### src/rtl/ariane_shadow_spill_if.sv
// Memory request/response channel between the shadow spill engine (master) and the data memory port (slave).
interface ariane_shadow_spill_if #(
    parameter int unsigned XLEN = 64
);
    logic            req_valid;
    logic            req_ready;
    logic            req_we;
    logic [XLEN-1:0] req_addr;
    logic [XLEN-1:0] req_wdata;
    logic            rsp_valid;
    logic [XLEN-1:0] rsp_rdata;

    modport master (
        output req_valid, req_we, req_addr, req_wdata,
        input  req_ready, rsp_valid, rsp_rdata
    );

    modport slave (
        input  req_valid, req_we, req_addr, req_wdata,
        output req_ready, rsp_valid, rsp_rdata
    );
endinterface

### src/rtl/ariane_shadow_spill.sv
// Spills the 16-entry shadow integer bank to the interrupt stack frame and restores it on mret.
// Restore path (RLOAD/RWAIT/SPFIX, regfile write port) is built only when SHADOW_RESTORE_EN is defined.
module ariane_shadow_spill #(
    parameter int unsigned XLEN       = 64,
    parameter int unsigned NUM_SHADOW = 16,
    parameter int unsigned SIDX_W     = 4
) (
    input  logic                  clk_i,
    input  logic                  rst_i,
    input  logic                  spill_req_i,
    input  logic                  restore_req_i,
    input  logic [XLEN-1:0]       sp_i,
    output logic                  busy_o,
    output logic                  done_o,
    output logic [SIDX_W-1:0]     shadow_raddr_o,
    input  logic [XLEN-1:0]       shadow_rdata_i,
    ariane_shadow_spill_if.master mem,
    output logic                  rf_we_o,
    output logic [4:0]            rf_waddr_o,
    output logic [XLEN-1:0]       rf_wdata_o
);
    localparam int unsigned BYTES = XLEN / 8;
    localparam logic [SIDX_W-1:0] LAST_IDX = SIDX_W'(NUM_SHADOW - 1);

    typedef enum logic [2:0] {
        ST_IDLE,
        ST_SPILL
`ifdef SHADOW_RESTORE_EN
        ,
        ST_RLOAD,
        ST_RWAIT,
        ST_SPFIX
`endif
    } state_e;

    state_e            state_q;
    logic [SIDX_W-1:0] idx_q;
    logic [XLEN-1:0]   base_q;
    logic              done_q;
    logic [XLEN-1:0]   slot_addr;
    logic              is_spill;

    assign slot_addr = base_q + (XLEN'(idx_q) * XLEN'(BYTES));
    assign is_spill  = (state_q == ST_SPILL);

`ifdef SHADOW_RESTORE_EN
    localparam logic [XLEN-1:0] FRAME = XLEN'(NUM_SHADOW * BYTES);

    logic            rf_we_q;
    logic [4:0]      rf_waddr_q;
    logic [XLEN-1:0] rf_wdata_q;
    logic            is_rload;

    // Shadow slot -> architectural caller-saved register.
    function automatic logic [4:0] arch_reg(input logic [SIDX_W-1:0] i);
        if (i == '0)        return 5'd1;
        else if (i < 4'd4)  return 5'(i) + 5'd4;
        else if (i < 4'd12) return 5'(i) + 5'd6;
        else                return 5'(i) + 5'd16;
    endfunction

    assign is_rload   = (state_q == ST_RLOAD);
    assign rf_we_o    = rf_we_q;
    assign rf_waddr_o = rf_waddr_q;
    assign rf_wdata_o = rf_wdata_q;
`else
    logic unused_restore;
    assign unused_restore = ^{restore_req_i, mem.rsp_valid, mem.rsp_rdata};
    assign rf_we_o    = 1'b0;
    assign rf_waddr_o = '0;
    assign rf_wdata_o = '0;
`endif

    always_ff @(posedge clk_i) begin
        if (rst_i) begin
            state_q <= ST_IDLE;
            idx_q   <= '0;
            base_q  <= '0;
            done_q  <= 1'b0;
`ifdef SHADOW_RESTORE_EN
            rf_we_q    <= 1'b0;
            rf_waddr_q <= '0;
            rf_wdata_q <= '0;
`endif
        end else begin
            done_q <= 1'b0;
`ifdef SHADOW_RESTORE_EN
            rf_we_q    <= 1'b0;
            rf_waddr_q <= '0;
            rf_wdata_q <= '0;
`endif
            case (state_q)
                ST_IDLE: begin
                    if (spill_req_i) begin
                        base_q  <= sp_i;
                        idx_q   <= '0;
                        state_q <= ST_SPILL;
`ifdef SHADOW_RESTORE_EN
                    end else if (restore_req_i) begin
                        base_q  <= sp_i;
                        idx_q   <= '0;
                        state_q <= ST_RLOAD;
`endif
                    end
                end
                ST_SPILL: begin
                    if (mem.req_ready) begin
                        if (idx_q == LAST_IDX) begin
                            idx_q   <= '0;
                            done_q  <= 1'b1;
                            state_q <= ST_IDLE;
                        end else begin
                            idx_q <= idx_q + SIDX_W'(1);
                        end
                    end
                end
`ifdef SHADOW_RESTORE_EN
                ST_RLOAD: begin
                    if (mem.req_ready) state_q <= ST_RWAIT;
                end
                ST_RWAIT: begin
                    if (mem.rsp_valid) begin
                        rf_we_q    <= 1'b1;
                        rf_waddr_q <= arch_reg(idx_q);
                        rf_wdata_q <= mem.rsp_rdata;
                        if (idx_q == LAST_IDX) begin
                            state_q <= ST_SPFIX;
                        end else begin
                            idx_q   <= idx_q + SIDX_W'(1);
                            state_q <= ST_RLOAD;
                        end
                    end
                end
                // One cycle after the x31 write so the sp pop lands on its own regfile write slot.
                ST_SPFIX: begin
                    rf_we_q    <= 1'b1;
                    rf_waddr_q <= 5'd2;
                    rf_wdata_q <= base_q + FRAME;
                    done_q     <= 1'b1;
                    idx_q      <= '0;
                    state_q    <= ST_IDLE;
                end
`endif
                default: state_q <= ST_IDLE;
            endcase
        end
    end

    assign busy_o         = (state_q != ST_IDLE);
    assign done_o         = done_q;
    assign shadow_raddr_o = is_spill ? idx_q : '0;
    assign mem.req_we     = is_spill;
    assign mem.req_wdata  = is_spill ? shadow_rdata_i : '0;
`ifdef SHADOW_RESTORE_EN
    assign mem.req_valid  = is_spill | is_rload;
    assign mem.req_addr   = (is_spill | is_rload) ? slot_addr : '0;
`else
    assign mem.req_valid  = is_spill;
    assign mem.req_addr   = is_spill ? slot_addr : '0;
`endif
endmodule

### src/flat_wrapper.sv
// flat-port wrapper written by rule: the top's interface ports become plain ports
module ariane_shadow_spill_flat 
#(
    parameter int unsigned XLEN       = 64,
    parameter int unsigned NUM_SHADOW = 16,
    parameter int unsigned SIDX_W     = 4
)
  (clk_i, rst_i, spill_req_i, restore_req_i, sp_i, busy_o, done_o, shadow_raddr_o, shadow_rdata_i, rf_we_o, rf_waddr_o, rf_wdata_o, mem_req_valid, mem_req_we, mem_req_addr, mem_req_wdata, mem_req_ready, mem_rsp_valid, mem_rsp_rdata);
  ariane_shadow_spill_if #(.XLEN(XLEN)) mem_i ();
  input  logic clk_i;
  input  logic rst_i;
  input  logic spill_req_i;
  input  logic restore_req_i;
  input  logic [XLEN-1:0] sp_i;
  output logic busy_o;
  output logic done_o;
  output logic [SIDX_W-1:0] shadow_raddr_o;
  input  logic [XLEN-1:0] shadow_rdata_i;
  output logic rf_we_o;
  output logic [4:0] rf_waddr_o;
  output logic [XLEN-1:0] rf_wdata_o;
  output wire logic [$bits(mem_i.req_valid)-1:0] mem_req_valid;
  output wire logic [$bits(mem_i.req_we)-1:0] mem_req_we;
  output wire logic [$bits(mem_i.req_addr)-1:0] mem_req_addr;
  output wire logic [$bits(mem_i.req_wdata)-1:0] mem_req_wdata;
  input wire logic [$bits(mem_i.req_ready)-1:0] mem_req_ready;
  input wire logic [$bits(mem_i.rsp_valid)-1:0] mem_rsp_valid;
  input wire logic [$bits(mem_i.rsp_rdata)-1:0] mem_rsp_rdata;
  assign mem_req_valid = mem_i.req_valid;
  assign mem_req_we = mem_i.req_we;
  assign mem_req_addr = mem_i.req_addr;
  assign mem_req_wdata = mem_i.req_wdata;
  assign mem_i.req_ready = mem_req_ready;
  assign mem_i.rsp_valid = mem_rsp_valid;
  assign mem_i.rsp_rdata = mem_rsp_rdata;
  ariane_shadow_spill #(.XLEN(XLEN), .NUM_SHADOW(NUM_SHADOW), .SIDX_W(SIDX_W)) u_core (.clk_i(clk_i), .rst_i(rst_i), .spill_req_i(spill_req_i), .restore_req_i(restore_req_i), .sp_i(sp_i), .busy_o(busy_o), .done_o(done_o), .shadow_raddr_o(shadow_raddr_o), .shadow_rdata_i(shadow_rdata_i), .mem(mem_i), .rf_we_o(rf_we_o), .rf_waddr_o(rf_waddr_o), .rf_wdata_o(rf_wdata_o));
endmodule
### config.mk
export PLATFORM = sky130hd
export DESIGN_NAME = ariane_shadow_spill_flat
export DESIGN_NICKNAME = d
export VERILOG_FILES = /design/src/rtl/ariane_shadow_spill_if.sv /design/src/rtl/ariane_shadow_spill.sv /design/src/flat_wrapper.sv
export SDC_FILE = /design/constraint.sdc
export NUM_CORES = 1
export LEC_CHECK = 0
export CAP_MARGIN = 10
export CORE_AREA = 5 5 154 156
export CTS_CLUSTER_DIAMETER = 40
export CTS_CLUSTER_SIZE = 20
export DETAILED_ROUTE_END_ITERATION = 8
export DIE_AREA = 0 0 159 161
export GPL_ROUTABILITY_DRIVEN = 0
export REMOVE_ABC_BUFFERS = 1
export SYNTH_ARGS = -nofsm -noshare
export SYNTH_HDL_FRONTEND = slang
export SYNTH_SLANG_ARGS = --single-unit
### constraint.sdc
create_clock -name clk_i -period 7.6 [get_ports clk_i]
set_input_delay 2.28 -clock clk_i [delete_from_list [all_inputs] [get_ports clk_i]]
set_output_delay 2.28 -clock clk_i [all_outputs]
set_load 0.005 [all_outputs]
==> qor.txt, run 1 <==
Type of the worst setup path: reg2out
Cell internal pwr: 0.888 mW
Initial antenna violation count: 0
Skew final: 4.40 ps
Worst Path Arrival: 3690 ps
R2R depth: 5
Routed len/inst: 16.7 um
RSZ-0062 raised after global routing: false
Area occupied by multi-input gates: 0.00341 mm2
Tightest Hold Check Type: reg2reg
Sequential share of power: 35.1%
Cell area after placement: 0.00792 mm2
Post-synthesis sequential area ratio: 26.4%
PortBufs: 267
Postcts setup bufs: 0
Final Net Count: 1196
Crit share post-route: 78.5%
Crit path max fanout: 25
Worst slew margin: 42.8%
Dpl hpwl: 16900 um
Hold path start: u_core.base_q[0]
Post-synthesis mux area share: 0.188%
Critical R2R Capture: u_core.idx_q[0]
FF/Latch Area: 0.00140 mm2
Synth Area in Adders: 1.55%
Fin crit period: 5970 ps
Detailed-route via count: 5932
F_max: 168 MHz
VDD IR-drop max: 0.105 mV
Least-Margin Pin Slew: 858 ps
Clock root cell: clkbuf_16
Mean Syn Cell Area: 7.00 um2
FFs w/ async S/R, synth: 0%
TNS Setup: 0 ps
Clk_lat worst skew: 330 ps
Antenna cells: 0
Lkg Pwr: 2.91 nW
#FFs+latches synth: 70
PD cells: 142 mW/mm2
Net Sw Power: 0.293 mW
Initial core utilization: 23.9%
Most frequent cells in the layout: 266 x clkdlybuf4s50_1, 151 x nand2_1, 88 x a21oi_1
Combinational share of power: 19.9%
Fin area: 0.00829 mm2
Mapped Area: 0.00532 mm2
Total gr overflow: 0
Critical path endpoint category: primary output
CTS H-tree lvls: 3
Ports: 404
Share of layout cells above drive strength 1: 3.61%
Clock sink count: 70
Deepest clock path buffer count: 2
CTS clock-pin slew for the worst setup and hold paths: 60 ps
Die span in y: 161 um
Largest family of logic cells by synthesized area: simple AND/OR/NAND/NOR gates
Vias per cell: 4.63
CORE AREA: 0.0222 mm2
Switching fraction of total power: 24.8%
Filler cells: 2341
Compound-Gate Fraction of Synth Area: 16.3%
Initial DRC Count: 321
End of the worst hold path: u_core.base_q[0]
Status: complete, no violations
Total Power: 1.18 mW
Drt first pass iters: 5
Hold Path Stages: 2
CTS tree: built
Slew Limit Fails: 0
ANT nets after route: 0
Cells after Synth: 759
Simple-gate portion of the synthesized area: 36.9%
Die Width: 159 um
GRT Util Overall: 15.6%
CP Launch Type: flip-flop
Top FF cell, synth: dfxtp_1
Number of gates resized after CTS: 0
Final setup viols: 0
Cts bufs inserted: 9
Hold-fix buffers at CTS: 0
Full die area: 0.0256 mm2
Clk pwr share: 45.0%
Commonest non-fill, non-tap cell in the layout: clkdlybuf4s50_1
Number of synthesized flops with an enable pin: 0
CP required: 5320 ps
Synth warn: 0
RR Startpoint: u_core.state_q[0]
Row count: 55
Layout area overhead: 55.9%
First-pass GRT wire length: 32100 um
Largest net degree at the start of global routing: 94
R2r setup slk: 4940 ps
Final Routed Wirelength: 21500 um
Layout Utilization: 37.3%
Max_cap viols: 0
DRC Markers: 0
Final Hold Vio Count: 0
Distinct cell type count after synthesis: 50
Post-Synth XOR/XNOR Area: 3.95%
Vias in the first global route: 5506
-- state kept, by name, summed over array words and instances, names as in the netlist --
register and cells:
u_core.idx_q 4, u_core.done_o 1, u_core.state_q 1, u_core.base_q 64
-- kinds of logic (layout without fill, tap and decap cells) --
| logic type | Yosys count | after routing |
|---|---|---|
| adders and majority gates | 6 | 6 |
| buffers and inverters | 129 | 298 |
| and+or+nand+nor | 383 | 383 |
| xor gates and xnor gates | 24 | 24 |
| AOI/OAI and AO/OA | 145 | 145 |
| DFF | 70 | 70 |
| muxes | 1 | 1 |
| other | 1 | 70 |
-- per-stage QoR --
stage               instances  worst slack [ps]  hold WS (ps)
floorplan                 707              2620           426
global placement         1266              1940           439
detailed placement       1266              1930           444
CTS                      1282              1530           452
global route             1282              1290           468
finish                   1282              1630           451
-- power by group through the flow --
stage | clock, mW | combinational, mW | sequential [mW]
final | 0.532 | 0.235 | 0.414
after global routing | 0.565 | 0.260 | 0.418
after CTS | 0.550 | 0.239 | 0.414
after detailed placement | 0 | 0.238 | 0.422
after global placement | 0 | 0.236 | 0.421
after floorplan | 0 | 0.0819 | 0.419
-- synth_stat cells, drive strengths merged (13+ instances only) --
cell type / count / area share (%)
clkbuf: 40 / 2.8
nand4: 25 / 3.3
and2: 74 / 8.7
o41ai: 13 / 2.1
a21oi: 88 / 8.3
nand3: 27 / 2.6
buf: 80 / 11
nor2: 36 / 2.5
xor2: 18 / 3.0
nand2: 152 / 11
dfxtp: 70 / 26
-- layer usage --
metal | vias up | share of wire [%] | track usage (%)
met5 | - | 0 | 0
li1 | 2947 | - | -
met4 | 0 | 1.7 | 3.99
met3 | 22 | 7.6 | 4.57
met2 | 233 | 51 | 27.6
met1 | 2730 | 40 | 18.7
-- worst max-delay path by stage --
stage / from / endpoint / slack (ps) / cells past startpoint
after floorplan: u_core.idx_q[2] / mem_req_addr[54] / 2620 / 6
final: u_core.idx_q[0] / mem_req_addr[41] / 1630 / 8
after global placement: shadow_rdata_i[5] / mem_req_wdata[5] / 1940 / 3
after CTS: u_core.idx_q[0] / mem_req_addr[41] / 1530 / 8
after global routing: u_core.idx_q[0] / mem_req_addr[39] / 1290 / 8
after detailed placement: u_core.idx_q[0] / mem_req_addr[41] / 1930 / 8
-- cell type report --
cell class	count	share of cell area (%)
clock buffers	10	2.88
clock inverters	6	1.60
inverters	8	0.362
multi-input cells	629	41.1
flip-flops and latches	70	16.9
well taps	285	4.30
repair buffers	274	32.8
-- worst max-delay path, stage by stage, from the launching register on --
cell and delay [ps]:
dfxtp_1 440, ha_1 260, fa_1 230, a21o_1 150, a21o_1 360, nand3_2 480
or4_1 670, a21oi_1 210, clkdlybuf4s50_1 540
Note: power is estimated with default switching activity, not from simulation.
==> inputs of run 2 (changes only) <==
Clock period 7.6 ns to 5.25 ns, I/O delays scaled along.
==> run 2 against run 1 <==
Compared with the run above:
- sequential share of layout area about the same
- critical path depth down 3
- critical endpoint is now mem_req_addr[60]
- highest routed layer is now met5
- non-clock buffer count up 4
- clock skew up 0.61 ps
- worst hold slack better by 10 ps
==> qor.txt, run 2 (synthesized netlist as in run 1, its figures left out) <==
M3 GR Usage: 5.00% (+0.43 points)
CTS tree: built
Fin crit period: 4880 ps
Clock root cell: clkbuf_16
Clk_lat worst skew: 340 ps (about the same)
Pre-CTS WS: 313 ps (-1610 ps)
Final setup viols: 0 (unchanged)
Deepest clock path buffer count: 2 (unchanged)
VDD IR-drop max: 0.140 mV (+33%)
Final Net Count: 1200 (+0.33%)
Die Width: 159 um (unchanged)
Crit-path slowest cell: clkdlybuf4s50_1
PD cells: 200 mW/mm2 (+40%)
Sequential share of power: 36.2% (+1.1 points)
Hold-fix buffers at CTS: 0 (unchanged)
Cts bufs inserted: 9 (unchanged)
CTS clock-pin slew for the worst setup and hold paths: 60 ps (about the same)
Final Worst Setup Slack: 366 ps (-1270 ps)
Skew final: 5.00 ps (+0.607 ps)
Worst slew margin: 30.7% (-12 points)
ANT nets after route: 0 (unchanged)
Largest regs: u_core.base_q: 64 flops, u_core.idx_q: 4 flops
Met1 Usage GRT: 18.6% (-0.043 points)
Vias per cell: 4.62 (about the same)
PortBufs: 267 (unchanged)
Placed insts: 1267 (+0.079%)
TNS Setup: 0 ps (unchanged)
Cell internal pwr: 1.23 mW (+38%)
Met2 usage: 28.0% (+0.40 points)
Dpl hpwl: 17000 um (+0.68%)
Net Sw Power: 0.433 mW (+48%)
Commonest non-fill, non-tap cell in the layout: clkdlybuf4s50_1
CTS H-tree lvls: 3 (unchanged)
Combinational share of power: 20.5% (+0.6 points)
Crit path max fanout: 8 (-68%)
Most flops, register: u_core.base_q
Final Routed Wirelength: 21600 um (+0.63%)
CP Launch Type: flip-flop
Largest net degree at the start of global routing: 79 (-16%)
DRC Markers: 0 (unchanged)
Type of the worst setup path: reg2out
Largest register FFs: 64 (unchanged)
Gr busiest metal: met2
Final Hold Vio Count: 0 (unchanged)
Layout Cells excl Fill: 1288 (+0.47%)
Tightest Hold Check Type: reg2reg
Max_cap viols: 0 (unchanged)
GRT Util Overall: 15.9% (+0.25 points)
Crit path largest cell delay: 660 ps (about the same)
Clock sink count: 70 (unchanged)
CP required: 3680 ps (-1640 ps)
Layout area overhead: 56.3%
Lkg Pwr: 2.91 nW (-0.10%)
Least-Margin Pin Slew: 1040 ps (+178 ps)
Row count: 55 (unchanged)
Critical path endpoint category: primary output
Full die area: 0.0256 mm2 (unchanged)
Critical path's top delay family: simple AND/OR/NAND/NOR gates
Layout Utilization: 37.4% (+0.10 points)
Buffers & Inverters on Critical Path: 1 (unchanged)
Slew Limit Fails: 0 (unchanged)
Switching fraction of total power: 26.1% (+1.3 points)
Routed len/inst: 16.8 um (+0.16%)
CORE AREA: 0.0222 mm2 (unchanged)
Initial core utilization: 23.9% (unchanged)
Drt first pass iters: 4 (-1)
RSZ-0062 raised after global routing: false
Clk pwr share: 43.3% (-1.7 points)
Fin area: 0.00831 mm2 (+0.27%)
Vias in the first global route: 5573 (+1.2%)
Total gr overflow: 0 (unchanged)
Crit share post-route: 93.0%
Ports: 404 (unchanged)
Die span in y: 161 um (unchanged)
Share of layout cells above drive strength 1: 4.20% (+0.58 points)
Status: complete, no violations
Most frequent cells in the layout: 266 x clkdlybuf4s50_1, 151 x nand2_1, 88 x a21oi_1
First-pass GRT wire length: 32500 um (+1.6%)
Initial DRC Count: 301 (-6.2%)
CP cell instances: nand4_1 -> nor4_1 -> nand4b_1 -> o41ai_1 -> clkdlybuf4s50_1
Worst Path Arrival: 3310 ps (-380 ps)
Detailed-route via count: 5955 (+0.39%)
F_max: 205 MHz
Initial antenna violation count: 3 (+3)
Cell area after placement: 0.00792 mm2 (about the same)
-- run 2: changes by cell type in the layout (fill, tap and decap cells not counted), sizes merged --
cell	delta
clkbuf	-1
buf	+4
diode	+2
clkinvlp	+1
clkinv	+1
bufinv	-1
-- run 2: worst min-delay path: cells and delay by family (launching register included) --
family | cells | cell delay, ps
DFF | 1 | 310
AOI/OAI and AO/OA | 1 | 50
and+or+nand+nor | 1 | 50
-- run 2: timing repair --
action,CTS,global route
gates resized for setup,1,2
pin swaps,0,1
setup endpoints to repair,2,6
buffers inserted,0,3
-- run 2: per-stage QoR --
stage	hold WS (ps)	power (mW)
floorplan	426	0.725
global placement	441	0.953
detailed placement	456	0.956
CTS	465	1.69
global route	472	1.75
finish	461	1.66
-- run 2: final timing paths --
| kind | startpoint | to | slack [ps] | cells after the start |
|---|---|---|---|---|
| hold / removal | u_core.base_q[63] | u_core.base_q[63] | 460 | 2 |
| setup reg to reg | u_core.state_q[0] | u_core.base_q[30] | 2410 | 5 |
| setup / recovery | u_core.base_q[30] | mem_req_addr[60] | 370 | 5 |
| hold reg to reg | u_core.base_q[63] | u_core.base_q[63] | 460 | 2 |
-- run 2: final cells by class --
type | instances | area (um2)
Fill cell | 2374 | 13900
Multi-Input combinational cell | 629 | 3420
Timing Repair Buffer | 278 | 2750
Sequential cell | 70 | 1400
Tap cell | 285 | 357
Clock buffer | 9 | 225
Clock inverter | 7 | 123
Inverter | 8 | 30.0
Antenna cell | 2 | 5.00
-- run 2: power groups by stage --
stage	clock network, mW	registers, mW	logic, mW
after floorplan	0	0.606	0.119
after global placement	0	0.611	0.342
after detailed placement	0	0.612	0.344
after CTS	0.745	0.600	0.345
after global routing	0.763	0.607	0.376
final	0.719	0.601	0.340
-- run 2: routing by layer --
| layer | up-vias | wire length (um) |
|---|---|---|
| li1 | 2958 | - |
| met1 | 2760 | 8810 |
| met2 | 213 | 10800 |
| met3 | 22 | 1610 |
| met4 | 2 | 357 |
| met5 | - | 12 |
==> inputs of run 3 (changes only) <==
Settings changed: CELL_PAD_IN_SITES_DETAIL_PLACEMENT set to 1, CELL_PAD_IN_SITES_GLOBAL_PLACEMENT set to 2, CORE_AREA 5 5 154 156 to unset, CORE_MARGIN set to 5, CORE_UTILIZATION set to 15, DIE_AREA 0 0 159 161 to unset, PLACE_DENSITY_LB_ADDON set to 0.1, REMOVE_ABC_BUFFERS 1 to unset.
==> run 3 against run 2 <==
Compared with the run above:
- clock skew increased by 3.5 ps
- routed wire length increased by 21%
- largest power group unchanged
- sequential power hardly changed
- critical endpoint is now mem_req_addr[62]
- cell area is 2.9% higher
- final cell count grew 14%
- register-to-register slack improved by 40 ps
- total power is 0.65% lower
- first-iteration DRC count shrank 47%
- die area increased by 54%
- maximum frequency decreased by 2.1%
- critical path depth rose by 2
- global-route usage fell by 3.0 points
==> qor.txt, run 3 (synthesized netlist as in run 1, its figures left out) <==
Status: complete, no violations
Initial DRC Count: 161 (-47%)
CP Launch Type: flip-flop
Vias per cell: 4.04 (-13%)
ANT nets after route: 0 (unchanged)
Routed len/inst: 17.9 um (+6.5%)
Crit path max fanout: 16 (+8)
Most flops, register: u_core.base_q
Worst slew margin: 33.7% (+3.0 points)
Clock sink count: 70 (unchanged)
Final Net Count: 1205 (+0.42%)
CORE AREA: 0.0353 mm2 (+59%)
Deepest clock path buffer count: 2 (unchanged)
VDD IR-drop max: 0.136 mV (-2.4%)
CTS clock-pin slew for the worst setup and hold paths: 70 ps (about the same)
Final setup viols: 0 (unchanged)
Total gr overflow: 0 (unchanged)
Least-Margin Pin Slew: 993 ps (-42.9 ps)
Initial core utilization: 15.1% (-8.9 points)
Layout Cells excl Fill: 1467 (+14%)
Share of layout cells above drive strength 1: 4.57% (+0.38 points)
Crit path largest cell delay: 750 ps (+90 ps)
GRT Util Overall: 12.9% (-3.0 points)
Antenna cells: 0 (-2)
Clock root cell: clkbuf_16
Crit share post-route: 95.0% (+2.0 points)
Final Routed Wirelength: 26200 um (+21%)
Fin crit period: 4990 ps (+105 ps)
Commonest non-fill, non-tap cell in the layout: clkdlybuf4s50_1
Initial antenna violation count: 3 (unchanged)
Largest register FFs: 64 (unchanged)
Largest net degree at the start of global routing: 81 (+2.5%)
Die Width: 198 um (+25%)
Dpl hpwl: 20500 um (+21%)
Worst Path Arrival: 3410 ps (+100 ps)
Slew Limit Fails: 0 (unchanged)
Most frequent cells in the layout: 266 x clkdlybuf4s50_1, 151 x nand2_1, 88 x a21oi_1
Critical path endpoint category: primary output
Type of the worst setup path: reg2out
Tightest Hold Check Type: reg2reg
CP cell instances: ha_1 -> o21ai_0 -> o21bai_1 -> buf_4 -> nand3_1 -> o41ai_1 -> clkdlybuf4s50_1
Final Hold Vio Count: 0 (unchanged)
Clk_lat worst skew: 340 ps (about the same)
Ports: 404 (unchanged)
Placed insts: 1449 (+14%)
Hold WS: 450 ps (-11.3 ps)
DRC Markers: 0 (unchanged)
PortBufs: 267 (unchanged)
PD cells: 193 mW/mm2 (-3.4%)
Layout area overhead: 60.8%
F_max: 200 MHz (-2.1%)
RSZ-0062 raised after global routing: false
Total Power: 1.65 mW (-0.65%)
Vias in the first global route: 6089 (+9.3%)
Die span in y: 198 um (+23%)
Drt first pass iters: 4 (unchanged)
CTS tree: built
Largest regs: u_core.base_q: 64 flops, u_core.idx_q: 4 flops
First-pass GRT wire length: 39400 um (+21%)
TNS Setup: 0 ps (unchanged)
Full die area: 0.0393 mm2 (+54%)
CTS H-tree lvls: 3 (unchanged)
Cts bufs inserted: 9 (unchanged)
Max_cap viols: 0 (unchanged)
CP required: 3680 ps (about the same)
Row count: 69 (+25%)
Detailed-route via count: 5931 (-0.40%)
Crit-path slowest cell: o41ai_1
Skew final: 8.49 ps (+3.49 ps)
Hold-fix buffers at CTS: 0 (unchanged)
Lkg Pwr: 2.93 nW (+0.79%)
## run 3: cell type report
type | count | area (um2)
multi-input cells | 629 | 3420
clock buffers | 9 | 225
clock inverters | 7 | 98.8
repair buffers | 283 | 2800
inverters | 8 | 30.0
well taps | 461 | 577
fillers | 4266 | 26800
flip-flops and latches | 70 | 1400
## run 3: through the flow
step                      setup slack [ps]  area (um2)  utilization [%]
final                                  261        8550             24.2
after global routing                  56.5        8550             24.2
after CTS                             78.2        8530             24.2
after detailed placement               357        8200             23.2
after global placement                 385        8200             23.2
after floorplan                       1580        5580                -
## run 3: power by group
part	switching, mW	internal (mW)
Combinational	0.150	0.203
Sequential	0.0429	0.560
Clock	0.274	0.419
Total	0.467	1.18
## run 3: timing repair
item / 4_1_cts / 5_1_grt
endpoints found under the hold margin: 0 / 0
pin swaps: 0 / 1
buffers inserted: 0 / 2
endpoints found under the setup margin: 2 / 4
resized for setup: 1 / 1
## run 3: per-layer routing
metal / share of wire (%) / track usage (%)
met3: 5.2 / 2.65
met4: 0.74 / 2.07
met1: 46 / 17.4
met5: 0.11 / 0
met2: 48 / 21.8
## run 3: final timing paths
check                    start                to  slack [ps]  cells past startpoint
max            u_core.idx_q[2]  mem_req_addr[62]         260                      7
min           u_core.base_q[2]  u_core.base_q[2]         450                      2
max reg2reg  u_core.state_q[0]   u_core.idx_q[1]        2450                      5
min reg2reg   u_core.base_q[2]  u_core.base_q[2]         450                      2
## run 3: worst max-delay path: cells and delay by family, from the launching register on
kind,cells,cell delay (ps)
AO/OA/AOI/OAI,3,1020
adder cells (fa/ha/maj),1,370
buffers and inverters,2,900
flip-flops,1,360
AND/OR/NAND/NOR,1,410
